## src/rtl/spi_pkg.sv

```systemverilog
// Shared constants for the SPI slave receiver.
// Build option SPI_SLAVE_SYNC_EN: when defined, each serial input passes
// through a 2-flop synchronizer ahead of its capture register (asynchronous
// master); when undefined, a single capture register (same-clock master).
package spi_pkg;

  localparam int   SPI_DATALENGTH = 8;

  // Idle levels of the serial lines; the input chains reset to these.
  localparam logic CS_IDLE   = 1'b1;
  localparam logic SCLK_IDLE = 1'b0;
  localparam logic MOSI_IDLE = 1'b0;

`ifdef SPI_SLAVE_SYNC_EN
  localparam int SYNC_DEPTH = 3;
`else
  localparam int SYNC_DEPTH = 1;
`endif

endpackage

```

## src/rtl/spi_input_sync.sv

```systemverilog
// Per-bit input register chain for one serial line. Depth is 1 by default,
// 3 (2-flop synchronizer plus capture register) with SPI_SLAVE_SYNC_EN.
// All three serial lines use the same depth so they stay mutually aligned.
module spi_input_sync
  import spi_pkg::*;
#(
  parameter logic RESET_VAL = 1'b0
) (
  input  logic clk,
  input  logic rst_n,
  input  logic d_i,
  output logic q_o
);

  logic [SYNC_DEPTH-1:0] chain_q;

  // Shift the pin level through the chain; the oldest stage is the output.
  // NOTE: sequential state uses non-blocking assignments so every flop samples
  // the pre-edge value of its neighbour, exactly as the hardware does.
  always_ff @(posedge clk or negedge rst_n) begin
    if (!rst_n) chain_q <= {SYNC_DEPTH{RESET_VAL}};
    else        chain_q <= SYNC_DEPTH'({chain_q, d_i});
  end

  assign q_o = chain_q[SYNC_DEPTH-1];

endmodule

```

## src/rtl/spi_slave_receiver.sv

```systemverilog
// CPOL=0 SPI slave: oversamples SCLK/CS/MOSI in the clk domain, deserialises
// MOSI MSB-first into recvData with a one-cycle recvValid strobe, and shifts a
// staged reply word out on MISO. Honours SPI_SLAVE_SYNC_EN (see spi_pkg).
module spi_slave_receiver
  import spi_pkg::*;
#(
  parameter int DATA_WIDTH = SPI_DATALENGTH
) (
  input  logic                  clk,
  input  logic                  rst,
  input  logic                  SCLK,
  input  logic                  CS,
  input  logic                  MOSI,
  output logic                  MISO,
  input  logic [DATA_WIDTH-1:0] txData,
  input  logic                  txLoad,
  output logic                  txPending,
  output logic [DATA_WIDTH-1:0] recvData,
  output logic                  recvValid,
  output logic                  frameError,
  output logic                  busy
);

  localparam int               CNT_W     = $clog2(DATA_WIDTH);
  localparam logic [CNT_W-1:0] LAST_BIT  = CNT_W'(DATA_WIDTH - 1);
  localparam logic [1:0]       FILL_DONE = 2'(SYNC_DEPTH);

  logic sclk_q, cs_q, mosi_q;
  logic sclk_d;
  logic cs_prev_q;
  logic [1:0] fill_q;
  logic armed_q;

  logic [DATA_WIDTH-1:0] tx_hold_q, tx_shift_q, rx_shift_q, recv_data_q;
  logic [CNT_W-1:0]      bit_cnt_q;
  logic                  tx_pending_q, recv_valid_q, frame_error_q;

  logic idle, rise, last_bit, frame_start, frame_end, word_done, consume;

  spi_input_sync #(.RESET_VAL(SCLK_IDLE)) u_sync_sclk (
    .clk(clk), .rst_n(rst), .d_i(SCLK), .q_o(sclk_q));
  spi_input_sync #(.RESET_VAL(CS_IDLE)) u_sync_cs (
    .clk(clk), .rst_n(rst), .d_i(CS), .q_o(cs_q));
  spi_input_sync #(.RESET_VAL(MOSI_IDLE)) u_sync_mosi (
    .clk(clk), .rst_n(rst), .d_i(MOSI), .q_o(mosi_q));

  // A frame only counts once CS has been seen high after reset (armed_q), so a
  // reset in the middle of a frame does not pick that frame up half-way.
  assign idle        = cs_q | ~armed_q;
  assign rise        = sclk_q & ~sclk_d & ~idle;
  assign last_bit    = (bit_cnt_q == LAST_BIT);
  assign frame_start = ~idle & cs_prev_q;
  assign frame_end   = idle & ~cs_prev_q;
  assign word_done   = rise & last_bit;
  assign consume     = frame_start | word_done;

  // Edge history for SCLK/CS and the post-reset arming of frame detection.
  always_ff @(posedge clk or negedge rst) begin
    if (!rst) begin
      sclk_d    <= SCLK_IDLE;
      cs_prev_q <= CS_IDLE;
      fill_q    <= '0;
      armed_q   <= 1'b0;
    end else begin
      sclk_d    <= sclk_q;
      cs_prev_q <= idle;
      if (fill_q != FILL_DONE) fill_q <= fill_q + 2'd1;
      // Only trust cs_q once the chain holds real pin samples, not reset values.
      if (fill_q == FILL_DONE && cs_q == CS_IDLE) armed_q <= 1'b1;
    end
  end

  // Reply hold register: a load always wins over a simultaneous consume.
  always_ff @(posedge clk or negedge rst) begin
    if (!rst) begin
      tx_hold_q    <= '0;
      tx_pending_q <= 1'b0;
    end else if (txLoad) begin
      tx_hold_q    <= txData;
      tx_pending_q <= 1'b1;
    end else if (consume) begin
      tx_pending_q <= 1'b0;
    end
  end

  // Shift registers and bit counter; idle keeps the reply shifter primed.
  always_ff @(posedge clk or negedge rst) begin
    if (!rst) begin
      tx_shift_q <= '0;
      rx_shift_q <= '0;
      bit_cnt_q  <= '0;
    end else if (idle) begin
      tx_shift_q <= tx_hold_q;
      rx_shift_q <= '0;
      bit_cnt_q  <= '0;
    end else if (rise) begin
      rx_shift_q <= {rx_shift_q[DATA_WIDTH-2:0], mosi_q};
      if (last_bit) begin
        // Reload at the word boundary so back-to-back words need no CS toggle.
        tx_shift_q <= tx_hold_q;
        bit_cnt_q  <= '0;
      end else begin
        tx_shift_q <= tx_shift_q << 1;
        bit_cnt_q  <= bit_cnt_q + 1'b1;
      end
    end
  end

  // Registered status outputs: word strobe, received word and abort strobe.
  always_ff @(posedge clk or negedge rst) begin
    if (!rst) begin
      recv_data_q   <= '0;
      recv_valid_q  <= 1'b0;
      frame_error_q <= 1'b0;
    end else begin
      recv_valid_q  <= word_done;
      frame_error_q <= frame_end & (bit_cnt_q != '0);
      if (word_done) recv_data_q <= {rx_shift_q[DATA_WIDTH-2:0], mosi_q};
    end
  end

  // MISO changes only when tx_shift_q does, i.e. 1 clk after a detected rise,
  // so the bit is still stable at the master's falling-edge sample.
  assign MISO       = ~idle & tx_shift_q[DATA_WIDTH-1];
  assign busy       = ~idle;
  assign txPending  = tx_pending_q;
  assign recvData   = recv_data_q;
  assign recvValid  = recv_valid_q;
  assign frameError = frame_error_q;

endmodule

```

## config.mk

```make
export PLATFORM = sky130hd
export DESIGN_NAME = spi_slave_receiver
export DESIGN_NICKNAME = d
export VERILOG_FILES = /design/src/rtl/spi_pkg.sv /design/src/rtl/spi_input_sync.sv /design/src/rtl/spi_slave_receiver.sv
export SDC_FILE = /design/constraint.sdc
export NUM_CORES = 1
export LEC_CHECK = 0
export CAP_MARGIN = 30
export CORE_MARGIN = 5
export CORE_UTILIZATION = 56
export CTS_CLUSTER_SIZE = 40
export DETAILED_ROUTE_END_ITERATION = 16
export PLACE_DENSITY = 0.84
export SETUP_SLACK_MARGIN = 0.05
export SLEW_MARGIN = 20
export SYNTH_ARGS = -nofsm -noshare
export SYNTH_HDL_FRONTEND = slang
export SYNTH_HIERARCHICAL = 1
export SYNTH_SLANG_ARGS = --single-unit
```

## constraint.sdc

```tcl
create_clock -name clk -period 2.8 [get_ports clk]
set_input_delay 0.84 -clock clk [delete_from_list [all_inputs] [get_ports clk]]
set_output_delay 0.84 -clock clk [all_outputs]
set_load 0.02 [all_outputs]
```

==> results.json <==
{
  "outcome": "finished, final reports clean",
  "post_synthesis_cell_area_um2": 1810,
  "fmax_mhz": 384.8,
  "die_w_um": 66.86,
  "gr-total-overflow": 0,
  "intPower_mw": 0.8408,
  "drt_pre_antenna_iters": 4,
  "synth-compound-area-share": 0.08431,
  "grt_setup_unrepaired": "no",
  "insertion_delay_to_the_later_sink_of_the_worst_skew_pair_ps": 370,
  "antenna-diode-count": 0,
  "power.static_leakage_nw": 1.016,
  "antenna_violations_before_repair": 0,
  "die_span_y_um": 66.86,
  "dr_total_vias": 1147,
  "cts_htree_levels": 2,
  "postSynth.topFlopCell": "sky130_fd_sc_hd__dfrtp_1",
  "netlist.area_leader.share": 0.5943,
  "final.setup.tns_ps": 0,
  "skew_ps": 15.23,
  "power_mw": 1.124,
  "synth_top_family_by_area": "multiplexers",
  "num-nets-final": 185,
  "synthTopCellsByCount": "sky130_fd_sc_hd__dfrtp_1, sky130_fd_sc_hd__nand2_1",
  "cp.required_ps": 1960,
  "drv.max_cap_violation_count": 0,
  "cp-start-kind": "flop",
  "initial_core_util": 0.5882,
  "finalHoldViolCount": 0,
  "count_of_hold_fix_buffers_inserted_at_cts": 0,
  "least_margin_pin_slew_ps": 451.5,
  "grt_use_met1": 0.1840,
  "synth-seq-cells": 45,
  "power.switching_mw": 0.2834,
  "dp_hpwl_um": 2415,
  "synth_fa_ha_area_frac": 0.02764,
  "place_congestion": 0.7465,
  "fp.coreArea_um2": 3078,
  "r2r-start": "bit_cnt_q[0]",
  "worst-setup-path-type": "reg -> out",
  "power.density_nw_per_um2": 518.5,
  "via_count_of_the_first_global_routing_pass": 1177,
  "timing.final.setup_violations": 0,
  "globalRoute.busiestLayer": "met2",
  "slew-limit-headroom": 0.6980,
  "post_drt_wl_per_cell_um": 15.37,
  "tritoncts": "done",
  "grtUsageTotal": 0.1715,
  "post_route_cells_drive_above_1_share": 0.2083,
  "sequential_share_of_power": 0.632,
  "drt_drc_violations_left": 0,
  "synth_enable_flop_cells": 0,
  "yosysTopAreaCell": "sky130_fd_sc_hd__dfrtp_1",
  "cp_data_arrival_time_ps": 1760,
  "grt_max_degree": 21,
  "power.ir.vdd_worst_mv": 0.3315,
  "filler_cell_count": 230,
  "synth.area.mux_share": 0.1216,
  "synthXorXnorAreaFrac": 0.004838,
  "layout_worst_path_cycle_share": 0.9281,
  "first_pass_grt_wire_length_um": 5430,
  "count_leader_synth": "sky130_fd_sc_hd__dfrtp_1",
  "final_max_slew_viol_count": 0,
  "routed_wirelength_um": 3258,
  "ant_nets": 0,
  "tightest_hold_check_type": "in -> async",
  "area_growth_syn_to_layout_pct": 19.77,
  "share_comb_of_total_power": 0.103,
  "setup_ws_ps": 201.2,
  "clk_pin_slew_worst_paths_ps": 110,
  "route.detailed.vias_per_inst": 5.410,
  "io-pin-count": 27,
  "cts_buffers": 5,
  "synth-seq-area-share": 0.6234,
  "critical_path_peak_fanout": 6,
  "swShare": 0.2521,
  "synth_area_per_cell_um2": 13.22,
  "post-route-util": 0.7045,
  "post_synth_main_area_contributors": "sky130_fd_sc_hd__dfrtp_1, sky130_fd_sc_hd__mux2_4, sky130_fd_sc_hd__mux2_2",
  "grtUsageMet3": 0.04553,
  "cts.path.max_buffers": 2,
  "cts.sinks": 45,
  "use_met2": 0.2958,
  "buffer_ports.inserted": 26,
  "die_area_um2": 4470,
  "postSynthNetCount": 155,
  "fp-row-count": 20,
  "number_of_instances_in_the_synthesized_netlist": 137,
  "iteration_0_drc_count_of_the_detailed_router": 48,
  "share_clk_of_total_power": 0.265,
  "root_buffer": "sky130_fd_sc_hd__clkbuf_4",
  "worst_setup_path_end_kind": "output pin",
  "timing.final.crit_period_ps": 2599,
  "ys.warnings.count": 6,
  "worstSetupStartpoint": "armed_q",
  "post-place-ws_ps": 504.6,
  "netlist-cell-type-count": 32,
  "share_of_synthesized_registers_carrying_an_async_set_or_reset": 1.000,
  "minimum_setup_slack_among_reg_to_reg_paths_ps": 1000,
  "synth-simple-area-share": 0.1085
}
[metrics by stage]
stage / instance area, µm² / hold slack, ps / std cells
final: 2168 / 353.5 / 212
after global routing: 2168 / 356.6 / 212
after CTS: 2163 / 350.3 / 212
after detailed placement: 2112 / 394.5 / 204
after global placement: 2112 / 372.0 / 204
after floorplan: 1810 / 359.3 / 137
[layer usage]
| layer | vias up | wire [µm] |
|---|---|---|
| li1 | 535 | - |
| met4 | 0 | 90 |
| met5 | - | 0 |
| met2 | 32 | 1651 |
| met3 | 10 | 174 |
| met1 | 570 | 1341 |
[final cells by class]
type | instances | area, µm² | area share
Clock buffer | 6 | 41.29 | 0.01904
Clock inverter | 2 | 10.01 | 0.004616
Inverter | 6 | 22.52 | 0.01039
Multi-Input combinational cell | 80 | 633.1 | 0.2920
Sequential cell | 45 | 1129 | 0.5205
Tap cell | 44 | 55.05 | 0.02539
Timing Repair Buffer | 29 | 277.8 | 0.1281
[cell families (layout without fill, tap and decap cells)]
kind of cell,after synthesis,in the layout
compound gates,21,21
xor+xnor,1,1
fa+ha+maj,4,4
buf+inv,12,43
flops,45,45
mux,17,17
simple gates,37,37
[cell usage in the layout (no fill, tap or decap), drive strengths merged]
cell and n:
dfrtp 43, o21ai 3, clkbuf 6, ha 4, or3b 1, a21o 1
and2 1, a31oi 7, clkdlybuf4s50 25, nor3b 1, and4bb 1, nand2 18
mux2 16, a31o 1, inv 6, nand2b 1, nor2 3, nor3 8
a22o 8, o211ai 1, nor2b 3, buf 4, dfstp 2, mux2i 1
clkinv 2, xnor2 1
[flip-flops by register name, summed over array words and instances, names as in the netlist, 2 cells and up]
| name | cells |
|---|---|
| bit_cnt_q | 3 |
| fill_q | 2 |
| recvData | 8 |
| rx_shift_q | 7 |
| tx_hold_q | 8 |
| tx_shift_q | 8 |
[final timing paths]
| path | cells after the start | endpoint |
|---|---|---|
| setup / recovery | 3 | MISO |
| hold / removal | 1 | rx_shift_q[5] |
| setup reg to reg | 5 | tx_shift_q[0] |
| hold reg to reg | 0 | sclk_d |
| max in group asynchronous | 2 | cs_prev_q |
| min in group clk | 0 | sclk_d |
[power by group through the flow]
stage	clock network (mW)	logic, mW	registers [mW]
2_1_floorplan	0	0.0653	0.717
3_3_place_gp	0	0.111	0.719
3_5_place_dp	0	0.118	0.722
4_1_cts	0.301	0.118	0.710
5_1_grt	0.331	0.129	0.715
6_report	0.298	0.116	0.710
[critical path, stage by stage, from the launching register on]
cell	delay [ps]
sky130_fd_sc_hd__dfrtp_1	410
sky130_fd_sc_hd__nor2b_4	230
sky130_fd_sc_hd__and2_1	160
sky130_fd_sc_hd__clkdlybuf4s50_1	600
[what timing repair did]
item                                    in CTS  in global routing
setup buffers                                0                  0
gates resized for setup                      0                  1
endpoints found under the setup margin       0                  1
(Power assumes the default switching activity.)
